$ cat config.mk
export PLATFORM = sky130hd
export DESIGN_NAME = cmd_interpreter_mc
export DESIGN_NICKNAME = d
export VERILOG_FILES = /design/src/rtl/cmd_interp_pkg.sv /design/src/rtl/cmd_interpreter_mc_slot.sv /design/src/rtl/cmd_interpreter_mc.sv
export SDC_FILE = /design/constraint.sdc
export NUM_CORES = 1
export LEC_CHECK = 0
export CELL_PAD_IN_SITES_DETAIL_PLACEMENT = 1
export CELL_PAD_IN_SITES_GLOBAL_PLACEMENT = 2
export CORE_AREA = 4 4 310 312
export CTS_CLUSTER_SIZE = 24
export DETAILED_ROUTE_END_ITERATION = 10
export DIE_AREA = 0 0 314 316
export GPL_ROUTABILITY_DRIVEN = 0
export HOLD_SLACK_MARGIN = 0.08
export PLACE_DENSITY = 0.61
export RECOVER_POWER = 50
export SYNTH_ARGS = -nofsm -noshare
export SYNTH_HDL_FRONTEND = slang
export SYNTH_SLANG_ARGS = --single-unit
$ cat constraint.sdc
create_clock -name clk -period 26.9 [get_ports clk]
set_clock_uncertainty 0.1 [all_clocks]
set_input_delay 4.035 -clock clk [delete_from_list [all_inputs] [get_ports clk]]
set_output_delay 4.035 -clock clk [all_outputs]
set_load 0.05 [all_outputs]
$ cat src/rtl/cmd_interp_pkg.sv
// Shared opcodes, FSM states and command-word field offsets
// for the multi-channel command interpreter.
package cmd_interp_pkg;

    localparam logic [15:0] FPGA_TERMINATE_CMD    = 16'h0001;
    localparam logic [15:0] START_JOB_MANAGER_CMD = 16'h0002;
    localparam logic [15:0] STOP_JOB_MANAGER_CMD  = 16'h0003;
    localparam logic [15:0] UPDATE_JOB_CONFIG_CMD = 16'h0004;

    typedef enum logic [1:0] {
        IDLE,
        WAIT_ACK,
        RST_PULSE
    } state_t;

    localparam int OP_LSB       = 0;
    localparam int POLL_LSB     = 16;
    localparam int SIZE_LSB     = 32;
    localparam int MASK_LSB     = 64;
    localparam int SLOT_LSB     = 128;
    localparam int SLOT_STRIDE  = 64;
    localparam int SLOT_CFG_OFF = 32;

endpackage

$ cat src/rtl/cmd_interpreter_mc_slot.sv
// One job channel: base/config registers plus the config
// valid/ready handshake flag.
module cfg_handshake_slot (
    input  logic        clk,
    input  logic        rst,
    input  logic        load_base,
    input  logic        load_cfg,
    input  logic        drop,
    input  logic        clear,
    input  logic [31:0] base_in,
    input  logic [15:0] cfg_in,
    input  logic        ready,
    output logic [31:0] base,
    output logic [15:0] cfg,
    output logic        valid,
    output logic        pending
);

    // Still owed an ack after the coming edge.
    assign pending = valid && !ready;

    always_ff @(posedge clk or posedge rst) begin
        if (rst) begin
            base  <= '0;
            cfg   <= '0;
            valid <= 1'b0;
        end else begin
            if (clear) begin
                base <= '0;
                cfg  <= '0;
            end else begin
                if (load_base) base <= base_in;
                if (load_cfg)  cfg  <= cfg_in;
            end
            if (drop)
                valid <= 1'b0;
            else if (load_cfg)
                valid <= 1'b1;
            else if (valid && ready)
                valid <= 1'b0;
        end
    end

endmodule

$ cat src/rtl/cmd_interpreter_mc.sv
// Multi-channel shell command decoder: pops commands, drives job
// reader enable, per-channel configs and a timed DSM reset pulse.
module cmd_interpreter_mc
    import cmd_interp_pkg::*;
#(
    parameter int NUM_JOB_TYPES      = 4,
    parameter int CMD_WIDTH          = 512,
    parameter int PTE_WIDTH          = 20,
    parameter int RESET_PULSE_CYCLES = 4,
    parameter int ERR_CNT_WIDTH      = 16
) (
    input  logic                        clk,
    input  logic                        rst,
    input  logic [PTE_WIDTH-1:0]        first_page_address,
    input  logic [CMD_WIDTH-1:0]        cmd_queue_out,
    input  logic                        cmd_queue_valid,
    output logic                        cmd_queue_ready,
    output logic                        dsm_reset,
    output logic                        job_reader_enable,
    output logic [31:0]                 job_queue_size,
    output logic [15:0]                 queue_poll_rate,
    output logic [32*NUM_JOB_TYPES-1:0] job_queue_base_addr,
    output logic [16*NUM_JOB_TYPES-1:0] job_config,
    output logic [NUM_JOB_TYPES-1:0]    job_config_valid,
    input  logic [NUM_JOB_TYPES-1:0]    job_config_ready,
    output logic [ERR_CNT_WIDTH-1:0]    unknown_cmd_count,
    output logic                        cmd_busy
);

    localparam int LW = 32 - PTE_WIDTH;
    localparam int CW = (RESET_PULSE_CYCLES > 1) ?
                        $clog2(RESET_PULSE_CYCLES) : 1;

    if (SLOT_LSB + SLOT_STRIDE * NUM_JOB_TYPES > CMD_WIDTH) begin : g_bad_width
        $error("CMD_WIDTH too small for NUM_JOB_TYPES slots");
    end
    if (RESET_PULSE_CYCLES < 1) begin : g_bad_pulse
        $error("RESET_PULSE_CYCLES must be >= 1");
    end

    state_t                   state, state_next;
    logic [15:0]              opcode;
    logic [NUM_JOB_TYPES-1:0] mask, pending;
    logic [CW-1:0]            pulse_cnt;
    logic                     accept, pulse_done;
    logic                     is_term, is_start, is_stop, is_update, is_unknown;
    logic                     unused_cmd;

    assign unused_cmd      = ^cmd_queue_out;
    assign opcode          = cmd_queue_out[OP_LSB +: 16];
    assign mask            = cmd_queue_out[MASK_LSB +: NUM_JOB_TYPES];
    assign cmd_queue_ready = (state == IDLE) && !rst;
    assign accept          = cmd_queue_valid && cmd_queue_ready;
    assign cmd_busy        = (state != IDLE);
    assign pulse_done      = (state == RST_PULSE) &&
                             (pulse_cnt == CW'(RESET_PULSE_CYCLES - 1));

    always_comb begin
        is_term    = 1'b0;
        is_start   = 1'b0;
        is_stop    = 1'b0;
        is_update  = 1'b0;
        is_unknown = 1'b0;
        if (accept) begin
            unique case (opcode)
                FPGA_TERMINATE_CMD:    is_term    = 1'b1;
                START_JOB_MANAGER_CMD: is_start   = 1'b1;
                STOP_JOB_MANAGER_CMD:  is_stop    = 1'b1;
                UPDATE_JOB_CONFIG_CMD: is_update  = 1'b1;
                default:               is_unknown = 1'b1;
            endcase
        end
    end

    always_comb begin
        state_next = state;
        unique case (state)
            IDLE: begin
                if (is_term)
                    state_next = RST_PULSE;
                else if ((is_start || is_update) && |mask)
                    state_next = WAIT_ACK;
            end
            WAIT_ACK:  if (!(|pending)) state_next = IDLE;
            RST_PULSE: if (pulse_done)  state_next = IDLE;
            default:   state_next = IDLE;
        endcase
    end

    always_ff @(posedge clk or posedge rst) begin
        if (rst) state <= IDLE;
        else     state <= state_next;
    end

    always_ff @(posedge clk or posedge rst) begin
        if (rst) begin
            pulse_cnt         <= '0;
            dsm_reset         <= 1'b0;
            job_reader_enable <= 1'b0;
            job_queue_size    <= '0;
            queue_poll_rate   <= '0;
            unknown_cmd_count <= '0;
        end else begin
            if (is_term) begin
                dsm_reset         <= 1'b1;
                job_reader_enable <= 1'b0;
                pulse_cnt         <= '0;
            end else if (state == RST_PULSE) begin
                if (pulse_done) dsm_reset <= 1'b0;
                else            pulse_cnt <= pulse_cnt + CW'(1);
            end
            if (is_start) begin
                job_reader_enable <= 1'b1;
                job_queue_size    <= cmd_queue_out[SIZE_LSB +: 32];
                queue_poll_rate   <= cmd_queue_out[POLL_LSB +: 16];
            end
            if (is_stop) job_reader_enable <= 1'b0;
            if (pulse_done) begin
                job_queue_size  <= '0;
                queue_poll_rate <= '0;
            end
            if (is_unknown && unknown_cmd_count != '1)
                unknown_cmd_count <= unknown_cmd_count + ERR_CNT_WIDTH'(1);
        end
    end

    for (genvar j = 0; j < NUM_JOB_TYPES; j++) begin : g_slot
        localparam int SB = SLOT_LSB + SLOT_STRIDE * j;
        cfg_handshake_slot u_slot (
            .clk       (clk),
            .rst       (rst),
            .load_base (is_start && mask[j]),
            .load_cfg  ((is_start || is_update) && mask[j]),
            .drop      (is_term),
            .clear     (pulse_done),
            .base_in   ({first_page_address, cmd_queue_out[SB +: LW]}),
            .cfg_in    (cmd_queue_out[SB + SLOT_CFG_OFF +: 16]),
            .ready     (job_config_ready[j]),
            .base      (job_queue_base_addr[32*j +: 32]),
            .cfg       (job_config[16*j +: 16]),
            .valid     (job_config_valid[j]),
            .pending   (pending[j])
        );
    end

endmodule
# Yosys cells after proc, flatten, opt, wreduce, memory -nomap -nowiden
# Index checks and enable logic that the tools add are counted.
dict set report op_classes {
  add_sub_neg 2
  mul 0
  div 0
  order_cmp 0
  n_eq_ne 12
  shifts 0
  muxes 56
  bitwise_logic 0
  reduce_logical 51
}
# cell count
set op_table {}
lappend op_table {{2-to-1 mux 32 bit} 10}
lappend op_table {{2-to-1 mux 16 bit} 10}
lappend op_table {{equality test 16 x 2 -> 1 bit (second input constant)} 2}
lappend op_table {{2-to-1 mux 1 bit} 28}
lappend op_table {{nonzero test 2 bit} 12}
lappend op_table {{logical AND 1 bit} 21}
lappend op_table {{adder 16 x 1 -> 16 bit (second input constant)} 1}
lappend op_table {{equality test 16 x 1 -> 1 bit (second input constant)} 1}
lappend op_table {{equality test 16 x 3 -> 1 bit (second input constant)} 1}
lappend op_table {{!= test 16 bit (second input constant)} 1}
lappend op_table {{nonzero test 3 bit} 5}
lappend op_table {{2-to-1 mux 2 bit} 7}
lappend op_table {{OR reduction 4 bit} 3}
lappend op_table {{one-hot mux 2 bit (3 select lines)} 1}
lappend op_table {{logical NOT 1 bit} 5}
lappend op_table {{equality test 2 bit (second input constant)} 2}
lappend op_table {{!= test 2 x 1 -> 1 bit (second input constant)} 2}
lappend op_table {{AND reduction 2 bit} 2}
lappend op_table {{!= test 3 x 1 -> 1 bit (second input constant)} 1}
lappend op_table {{AND reduction 3 bit} 1}
lappend op_table {{adder 2 x 1 -> 2 bit (second input constant)} 1}
lappend op_table {{equality test 2 x 1 -> 1 bit (second input constant)} 1}
lappend op_table {{logical NOT 2 bit} 1}
lappend op_table {{!= test 2 bit (second input constant)} 1}
lappend op_table {{logical OR 1 bit} 1}
dict set report totals {
  ff_bits 266
  latchBits 0
  ramBits 0
  mem_bits_ro 0
  in_bits 539
  output_inout_bits 264
  word_cells 140
  memories 0
}

# Logic depth before layout (Yosys ltp)
dict set report depth {
  word_depth 9
  depth_mapped 8
  ltp_nobuf 6
}

# Modules after synthesis
# From an unflattened synthesis, not the netlist that was laid out.
dict set report hier_totals {
  cells_unflattened 961
  area_unflattened_um2 11208.2
}
# module n_inst cells_each area_each_um2 seq_area_each_um2
set by_module_without_submodules {}
lappend by_module_without_submodules {cfg_handshake_slot 4 159 2031.9 1226.2}
lappend by_module_without_submodules {cmd_interpreter_mc 1 325 3080.5 1751.7}

# Worst setup path before layout
# Ideal clock, no wire load.
dict set report synth_path {
  path_type {input-to-output}
  from {input port rst}
  to {output port cmd_queue_ready}
  t_arrival_ps 4689
  t_required_ps 22765
  path_slack_ps 18076
  cell_stages 1
  path_buffers 0
  cell_sequence {nor2_1}
}
dict set report synth_via {
  elab_chain_cells 2
}
# item line_no
set synth_rtl {}
lappend synth_rtl {{from (decl)} cmd_interpreter_mc.sv:13} ;# input logic rst,
lappend synth_rtl {{logical NOT 1 bit (no source line)} --}
lappend synth_rtl {{logical AND 1 bit} cmd_interpreter_mc.sv:52} ;# assign cmd_queue_ready = (state == IDLE) && !rst;
lappend synth_rtl {{to (decl)} cmd_interpreter_mc.sv:17} ;# output logic cmd_queue_ready,
# Every way passes these cells.

==> results.sh <==
export IMPL_status="finished with violations"
export IMPL_violations="capacitance limit, slew limit"
export IMPL_clkPwrFrac_pct=50.6
export IMPL_yosysTopAreaCellShare_pct=60.6
export IMPL_grt_setup_unrepaired="no"
export IMPL_synthTopCellsByArea="dfrtp_1, nand2_1, a21oi_1, nand3_1, nand3_2"
export IMPL_p_per_area_nw_per_um2=54.6
export IMPL_die_width_microns=314
export IMPL_cts_htree_levels=2
export IMPL_tns_ns=0
export IMPL_internal_power_uw=750
export IMPL_crit_path_end_kind="asynchronous set/reset pin"
export IMPL_fin_crit_sh_pct=36.7
export IMPL_die_area_sq_um=99200
export IMPL_first_pass_iters=4
export IMPL_syn_nets=1723
export IMPL_leakagePower_nw=8.41
export IMPL_postLayoutCoreUtil_pct=19.6
export IMPL_swShare_pct=24.5
export IMPL_cts_made_buffers=37
export IMPL_relSlewSlack_pct=-236
export IMPL_area_growth_pct=66.0
export IMPL_vias_per_cell=3.54
export IMPL_cp_required_ns=27.36
export IMPL_netlist_area_sq_um=11000
export IMPL_async_flop_share_pct=100
export IMPL_critPathLaunchType="input port"
export IMPL_wl_per_cell_microns=19.1
export IMPL_yosys_warnings=0
export IMPL_worst_pin_slew_ns=5.01
export IMPL_drv_slew=152
export IMPL_clock_root_buffer="clkbuf_16"
export IMPL_p_comb_share_pct=8.0
export IMPL_core_rowCount=112
export IMPL_post_cts_buffers=0
export IMPL_drt_iter0_markers=400
export IMPL_ys_seq_area_share_pct=60.6
export IMPL_drc=0
export IMPL_synth_seq_cells=266
export IMPL_worstPathMaxFanout=99
export IMPL_final_setup_viol_count=0
export IMPL_clock_latency_ns=0.54
export IMPL_synth_ff_type="dfrtp_1"
export IMPL_nNetsFinal=2168
export IMPL_grt_max_degree=100
export IMPL_cts_resized=0
export IMPL_fillers=10904
export IMPL_critical_path_class="in2async"
export IMPL_synth_most_common_cell="nand2_1"
export IMPL_p_switching_uw=244
export IMPL_totalWireLength_microns=55500
export IMPL_clockBufferDepth=3
export IMPL_peakVddDrop_mv=0.0597
export IMPL_antenna_found_initial=5
export IMPL_ios=803
export IMPL_hold_class="reg2reg"
export IMPL_detail_route_antenna_nets=0
export IMPL_synthCells=1182
export IMPL_route_vias_total=10306
export IMPL_track_usage_pct=10.8
export IMPL_power_share_sequential_pct=41.4
export IMPL_synth_top_cells_by_count="nand2_1, dfrtp_1, a21oi_1"
export IMPL_arrival_ns=10.32
export IMPL_synth_avg_cell_area_sq_um=9.29
export IMPL_io_buffers=470
export IMPL_period_minus_slack_ns=9.86
export IMPL_synth_edff_count=0
export IMPL_ys_types=40
export IMPL_core_sq_um=93000
export IMPL_cts_sinks=266
export IMPL_grt_overflow=0
export IMPL_drive_above_1_share_pct=6.65
export IMPL_cts_tree="done"
export IMPL_grt_pass1_vias=11290
export IMPL_max_cap_viol_count=3
export IMPL_dieHeight_microns=316
export IMPL_yosysTopAreaCell="dfrtp_1"
export IMPL_clk_pin_slew_ns=0.06
export IMPL_hold_buffers=0
export IMPL_hold_violations=0
export IMPL_grt_first_pass_wirelength_microns=80100
export IMPL_initial_utilization_pct=11.8
export IMPL_place_detailed_hpwl_microns=41200
export IMPL_fmax_mhz=101
registers in the layout (all words and copies together) (netlist names):
| signal | count |
|---|---|
| queue_poll_rate | 16 |
| pulse_cnt | 2 |
| dsm_reset | 1 |
| g_slot.u_slot.base | 128 |
| state | 2 |
| g_slot.u_slot.cfg | 64 |
| g_slot.u_slot.valid | 4 |
| unknown_cmd_count | 16 |
| job_queue_size | 32 |
| job_reader_enable | 1 |
cell usage in the layout (no fill, tap or decap), drive strengths merged, types with 2 or more instances in the layout:
| cell | n |
|---|---|
| a21oi | 160 |
| and3 | 7 |
| and3b | 2 |
| buf | 13 |
| bufinv | 3 |
| clkbuf | 55 |
| clkdlybuf4s50 | 227 |
| clkinv | 5 |
| clkinvlp | 4 |
| dfrtp | 266 |
| diode | 4 |
| dlygate4sd3 | 243 |
| ha | 2 |
| inv | 6 |
| nand2 | 486 |
| nand3 | 98 |
| nand4 | 14 |
| nor2 | 15 |
| nor2b | 4 |
| nor3 | 7 |
| nor4 | 4 |
| nor4b | 2 |
| o41ai | 2 |
| or2 | 2 |
| xnor2 | 15 |
path summary, 6_finish.rpt:
kind | startpoint | end | slack, ns | cells after the start
max | rst | g_slot[0].u_slot.base[7] | 17.04 | 4
min | g_slot[3].u_slot.base[3] | g_slot[3].u_slot.base[3] | 0.38 | 2
max reg2reg | state[1] | g_slot[2].u_slot.base[23] | 23.05 | 5
min reg2reg | g_slot[3].u_slot.base[3] | g_slot[3].u_slot.base[3] | 0.38 | 2
max in group clk | rst | cmd_queue_ready | 17.20 | 3
min in group asynchronous | rst | unknown_cmd_count[11] | 5.45 | 2
cell type report:
cell class / instances / area [sq um] / area share (%)
sequential: 266 / 6660 / 36.5
timing repair buffer: 484 / 4810 / 26.4
multi-input combinational: 832 / 3920 / 21.5
tap: 1254 / 1570 / 8.61
clock buffer: 54 / 1080 / 5.94
clock inverter: 12 / 146 / 0.804
inverter: 6 / 23.8 / 0.131
antenna: 4 / 10.0 / 0.0549
logic make-up (layout without fill, tap and decap cells):
family | count (synthesis) | in the layout | synth area share [%]
compound gates | 166 | 166 | 7.77
mux | 2 | 2 | 0.194
fa+ha+maj | 2 | 2 | 0.228
simple gates | 646 | 646 | 26.1
other cells | 0 | 4 | 0
flops | 266 | 266 | 60.6
buf+inv | 84 | 556 | 3.77
xor+xnor | 16 | 16 | 1.28
power by group through the flow:
stage / Clock [mW] / Sequential (mW) / Combinational, mW
after floorplan: 0 / 0.431 / 0.0147
after CTS: 0.528 / 0.411 / 0.0825
after detailed placement: 0 / 0.418 / 0.0819
after global routing: 0.544 / 0.412 / 0.0847
final: 0.503 / 0.411 / 0.0795
after global placement: 0 / 0.418 / 0.0814
layer usage:
| layer | share of wire, % | up-vias | routed length, microns | GRT usage, % |
|---|---|---|---|---|
| met5 | 0.067 | - | 37 | 0 |
| met4 | 2.1 | 6 | 1160 | 2.73 |
| met3 | 9.9 | 64 | 5490 | 4.58 |
| met2 | 44 | 391 | 24400 | 16.7 |
| met1 | 44 | 5086 | 24400 | 14.0 |
| li1 | - | 4759 | - | - |
metrics by stage:
| stage | hold slack (ns) | std cells | area (sq um) | setup WS, ns | total power, mW |
|---|---|---|---|---|---|
| after global placement | 0.369 | 2842 | 17000 | 17.15 | 0.499 |
| final | 0.382 | 2912 | 18200 | 17.04 | 0.994 |
| after CTS | 0.392 | 2908 | 18200 | 17.14 | 1.02 |
| after floorplan | 0.390 | 1182 | 11000 | 15.44 | 0.446 |
| after global routing | 0.402 | 2909 | 18200 | 15.76 | 1.04 |
| after detailed placement | 0.369 | 2842 | 17000 | 17.14 | 0.500 |
critical path, cell delays in order:
cell and delay, ns:
dlygate4sd3_1 0.59, clkinvlp_2 2.80, clkbuf_1 1.92, buf_4 0.88
No activity file was read; power rests on OpenSTA's default activity.
